$ cat src/rtl/bus_alu_seq_ctrl.sv
// Bus-addressed ALU/shifter: takes a {dispositivo, operacion} command, then serial operands, returns result/carry/err.
// Latency: result 2 edges after the final operand edge (inclusive); illegal commands respond on the acceptance edge.
// Backpressure: cmd_ready only in IDLE, data_ready only in LOAD_A/LOAD_B; the result is held until res_ready.
//
// Ports:
//   clk, rst                 single rising-edge clock, synchronous active-high reset
//   cmd_valid/cmd_ready      command handshake; dispositivo (device) and operacion (op) are the command
//   data_valid/data_ready    operand handshake on data_in; A is always loaded before B
//   res_valid/res_ready      result handshake; result, carry and err qualified by res_valid
//   op_count                 completed result handshakes, wraps to zero
module bus_alu_seq_ctrl #(
    parameter int WIDTH = 8,
    parameter int CNT_W = 16
) (
    input  logic             clk,
    input  logic             rst,
    input  logic             cmd_valid,
    output logic             cmd_ready,
    input  logic [1:0]       dispositivo,
    input  logic [1:0]       operacion,
    input  logic             data_valid,
    output logic             data_ready,
    input  logic [WIDTH-1:0] data_in,
    output logic             res_valid,
    input  logic             res_ready,
    output logic [WIDTH-1:0] result,
    output logic             carry,
    output logic             err,
    output logic [CNT_W-1:0] op_count
);

    localparam logic [2:0] S_IDLE   = 3'd0;
    localparam logic [2:0] S_LOAD_A = 3'd1;
    localparam logic [2:0] S_LOAD_B = 3'd2;
    localparam logic [2:0] S_EXEC   = 3'd3;
    localparam logic [2:0] S_RESP   = 3'd4;

    localparam logic [CNT_W-1:0] CNT_ONE = {{(CNT_W-1){1'b0}}, 1'b1};

    logic [2:0]       state;
    logic [3:0]       code;
    logic [WIDTH-1:0] a_reg;
    logic [WIDTH-1:0] b_reg;
    logic [WIDTH-1:0] exec_res;
    logic             exec_carry;
    logic [3:0]       cmd_code;

    // Which operands each legal code consumes; a code that uses neither is illegal.
    function automatic logic uses_a(input logic [3:0] c);
        return (c == 4'b0000) || (c == 4'b0001) || (c == 4'b0011) ||
               (c == 4'b0100) || (c == 4'b0101);
    endfunction

    function automatic logic uses_b(input logic [3:0] c);
        return (c == 4'b0001) || (c == 4'b0010) || (c == 4'b0011) ||
               (c == 4'b1000) || (c == 4'b1001);
    endfunction

    assign cmd_code   = {dispositivo, operacion};
    // Handshake readies are masked by rst so nothing is accepted on a reset edge.
    assign cmd_ready  = !rst && (state == S_IDLE);
    assign data_ready = !rst && ((state == S_LOAD_A) || (state == S_LOAD_B));

    always_comb begin
        exec_res   = '0;
        exec_carry = 1'b0;
        case (code)
            4'b0000: exec_res = a_reg;
            4'b0001: {exec_carry, exec_res} = {1'b0, a_reg} + {1'b0, b_reg};
            4'b0010: exec_res = b_reg;
            // Top bit of the (WIDTH+1)-bit difference is the borrow (A < B).
            4'b0011: {exec_carry, exec_res} = {1'b0, a_reg} - {1'b0, b_reg};
            4'b0100: {exec_carry, exec_res} = {a_reg, 1'b0};
            4'b0101: begin
                exec_res   = a_reg >> 1;
                exec_carry = a_reg[0];
            end
            4'b1000: {exec_carry, exec_res} = {b_reg, 1'b0};
            4'b1001: begin
                exec_res   = b_reg >> 1;
                exec_carry = b_reg[0];
            end
            default: begin
                exec_res   = '0;
                exec_carry = 1'b0;
            end
        endcase
    end

    always_ff @(posedge clk) begin
        if (rst) begin
            state     <= S_IDLE;
            code      <= 4'b0000;
            a_reg     <= '0;
            b_reg     <= '0;
            result    <= '0;
            carry     <= 1'b0;
            err       <= 1'b0;
            res_valid <= 1'b0;
            op_count  <= '0;
        end else begin
            case (state)
                S_IDLE: begin
                    if (cmd_valid) begin
                        code <= cmd_code;
                        if (uses_a(cmd_code)) begin
                            state <= S_LOAD_A;
                        end else if (uses_b(cmd_code)) begin
                            state <= S_LOAD_B;
                        end else begin
                            // Illegal: respond straight away, operands untouched.
                            result    <= '0;
                            carry     <= 1'b0;
                            err       <= 1'b1;
                            res_valid <= 1'b1;
                            state     <= S_RESP;
                        end
                    end
                end
                S_LOAD_A: begin
                    if (data_valid) begin
                        a_reg <= data_in;
                        state <= uses_b(code) ? S_LOAD_B : S_EXEC;
                    end
                end
                S_LOAD_B: begin
                    if (data_valid) begin
                        b_reg <= data_in;
                        state <= S_EXEC;
                    end
                end
                S_EXEC: begin
                    result    <= exec_res;
                    carry     <= exec_carry;
                    err       <= 1'b0;
                    res_valid <= 1'b1;
                    state     <= S_RESP;
                end
                S_RESP: begin
                    if (res_ready) begin
                        res_valid <= 1'b0;
                        op_count  <= op_count + CNT_ONE;
                        state     <= S_IDLE;
                    end
                end
                default: begin
                    state     <= S_IDLE;
                    res_valid <= 1'b0;
                end
            endcase
        end
    end

endmodule

$ cat config.mk
export PLATFORM = sky130hd
export DESIGN_NAME = bus_alu_seq_ctrl
export DESIGN_NICKNAME = d
export VERILOG_FILES = /design/src/rtl/bus_alu_seq_ctrl.sv
export SDC_FILE = /design/constraint.sdc
export NUM_CORES = 1
export LEC_CHECK = 0
export CAP_MARGIN = 20
export CORE_ASPECT_RATIO = 1.75
export CORE_MARGIN = 2
export CORE_UTILIZATION = 58
export DETAILED_ROUTE_END_ITERATION = 8
export PLACE_DENSITY = 0.84
export RECOVER_POWER = 50
export SYNTH_ARGS = -nofsm -noshare
export SYNTH_HDL_FRONTEND = slang
export SYNTH_SLANG_ARGS = --single-unit
export TNS_END_PERCENT = 50
$ cat constraint.sdc
create_clock -name clk -period 3.65 [get_ports clk]
set_clock_uncertainty 0.2 [all_clocks]
set_input_delay 0.73 -clock clk [delete_from_list [all_inputs] [get_ports clk]]
set_output_delay 0.73 -clock clk [all_outputs]
set_load 0.02 [all_outputs]
==> impl_metrics.tcl <==
set metrics [dict create \
    crit_type "input pin to output pin" \
    antenna_found_initial 0 \
    syn_nets 441 \
    tns_ps 0 \
    grt_setup_unrepaired "false" \
    setup_violations 0 \
    num_antenna_cells 0 \
    synth_simple_gate_area_share_pct 21.89 \
    num_io_pins 46 \
    die_h_um 103.9 \
    synth-xor-area-share_pct 6.352 \
    regMostFlops "op_count" \
    layout_common_cells "50 x dfxtp_1, 47 x nor2_1, 41 x a21oi_1, 34 x nand2_1, 31 x clkdlybuf4s50_1" \
    startpoint_type "input pin" \
    largest_reg_flops 16 \
    post-place-ws_ps 613.4 \
    start_util_pct 59.73 \
    total_leakage_power_nw 1.400 \
    routed-via-count 3115 \
    vias_per_cell 6.072 \
    drive_above_1_share_pct 4.805 \
    clockBufferDepth 2 \
    cts_resized 0 \
    fin_nets 473 \
    hold_path.class "flop to flop" \
    cp_max_fo 4 \
    arrival_ps 2120 \
    synth_cell_types 59 \
    layout_setup_ws_ps 601.9 \
    core_region_area_sq_mm 0.005540 \
    hold_viol_final 0 \
    grt_pass1_vias 2917 \
    fin_crit_sh_pct 83.51 \
    syn_area_sq_mm 0.003309 \
    drt_iter0_drc 171 \
    post-dp-hpwl_mm 6.099 \
    cts_root_buf "clkbuf_8" \
    place_congestion 0.9688 \
    grt_pass1_wl_mm 13.27 \
    cts_tree "built" \
    wl_mm 8.218 \
    max-vdd-ir-drop_mv 0.3804 \
    synthAdderAreaFrac_pct 8.318 \
    final_common_cell "dfxtp_1" \
    placementRows 36 \
    synth-seq-area-share_pct 30.25 \
    synth_mux_area_share_pct 9.603 \
    cts_buffers 5 \
    dr.pass1.iters 4 \
    multi_input_area_sq_mm 0.002127 \
    async_reset_ff_share_pct 0 \
    drcViolationCount 0 \
    area_delta_synth_final_pct 16.94 \
    yosysWarnings 0 \
    crit_required_ps 2720 \
    grt.overflow.total 0 \
    synth-edff-count 0 \
    slew_headroom_pct 50.22 \
    wire_per_inst_um 16.02 \
    postRouteAntennaNets 0 \
    end_kind "output pin" \
    power_density_mw_per_mm2 363.3 \
    fillers 453 \
    hold_path_depth 2 \
    ctsHoldBuffers 0 \
    regArea_sq_mm 0.001001 \
    rrSetupSlack_ps 1000 \
    insertion_delay_ps 310 \
    clock.fmax_mhz 328.1 \
    worst-slew-pin-transition_ps 746.7 \
    clk_pin_slew_ps 80 \
    avgSynthCellArea_sq_um 8.192 \
    synth_top_family_by_area "simple AND/OR/NAND/NOR gates" \
    fp.dieArea_sq_mm 0.006350 \
    postCtsSetupBuffers 0 \
    synth_compound_area_share_pct 18.45 \
    final_cells 513 \
    fp.dieW_um 61.10 \
    place_inst 505 \
    synth-seq-cells 50 \
    cap_violations 0 \
    io_buffers 45 \
    reg2regPathDepth 9 \
    grt_start_max_net_pins 48 \
    status "completed" \
    fin_crit_ps 3048 \
    clock-sinks 50 \
    ys.flop_type "dfxtp_1" \
    synth_cells 404 \
    finalMaxSlewViolations 0 \
    track_usage_pct 27.13 \
    htreeDepth 2 \
]
## worst max-delay path, stage by stage
cell and delay [ps]:
clkdlybuf4s50_1 530, nor4_1 210, clkdlybuf4s50_1 650
## cell type report
cell class / instances / share of cell area (%)
clock buffer: 7 / 1.972
clock inverter: 1 / 0.7759
inverter: 16 / 1.552
multi-input combinational: 313 / 54.96
sequential: 50 / 25.86
tap: 76 / 2.457
timing repair buffer: 50 / 12.42
## cell usage after synthesis (all sizes together), types with 5 or more instances
| cell | count | area (sq um) |
|---|---|---|
| xnor2 | 14 | 122.6 |
| nor2 | 47 | 176.4 |
| inv | 16 | 60.05 |
| clkbuf | 13 | 48.80 |
| buf | 12 | 61.30 |
| nor3 | 14 | 80.08 |
| dfxtp | 50 | 1001 |
| mux2i | 25 | 250.2 |
| and3 | 5 | 31.28 |
| nor2b | 11 | 68.82 |
| a21oi | 41 | 216.5 |
| xor2 | 10 | 87.58 |
| ha | 18 | 225.2 |
| o21ai | 14 | 70.06 |
| nand3 | 11 | 55.05 |
| nand2 | 34 | 127.6 |
## path summary, 6_finish.rpt
kind | startpoint | end
setup reg to reg | b_reg[0]$_SDFFE_PP0P_ | result[6]$_SDFFE_PP0P_
hold reg to reg | carry$_SDFFE_PP0P_ | carry$_SDFFE_PP0P_
setup / recovery | rst | cmd_ready
hold / removal | carry$_SDFFE_PP0P_ | carry$_SDFFE_PP0P_
## where the power goes
group	switching, W	internal (W)
Sequential	0.0000594	0.000570
Clock	0.000186	0.000205
Combinational	0.000215	0.000171
Total	0.000460	0.000946
## metrics by stage
stage	area [sq um]	power [W]	hold WS, ps	util (%)
6_report	3870	0.001406	246.8	69.85
5_1_grt	3870	0.001464	269.6	69.85
4_1_cts	3895	0.001413	254.5	70.30
3_5_place_dp	3789	0.001026	242.9	68.38
3_3_place_gp	3789	0.001018	239.9	68.38
2_1_floorplan	3309	0.0009196	277.2	-
## cells by family after synthesis
family	count (synthesis)
muxes	30
DFF	50
and+or+nand+nor	145
buffers and inverters	41
xor gates and xnor gates	24
AOI/OAI and AO/OA	93
adders and majority gates	21
## per-layer routing
metal	wire length, um	vias to the layer above	share of wire, %	track usage, %
li1	-	1501	-	-
met5	0	-	0	0
met2	4336	120	53	45.74
met4	437	0	5.3	15.53
met1	3060	1455	37	30.21
met3	384	39	4.7	4.602
(Power assumes the default switching activity.)
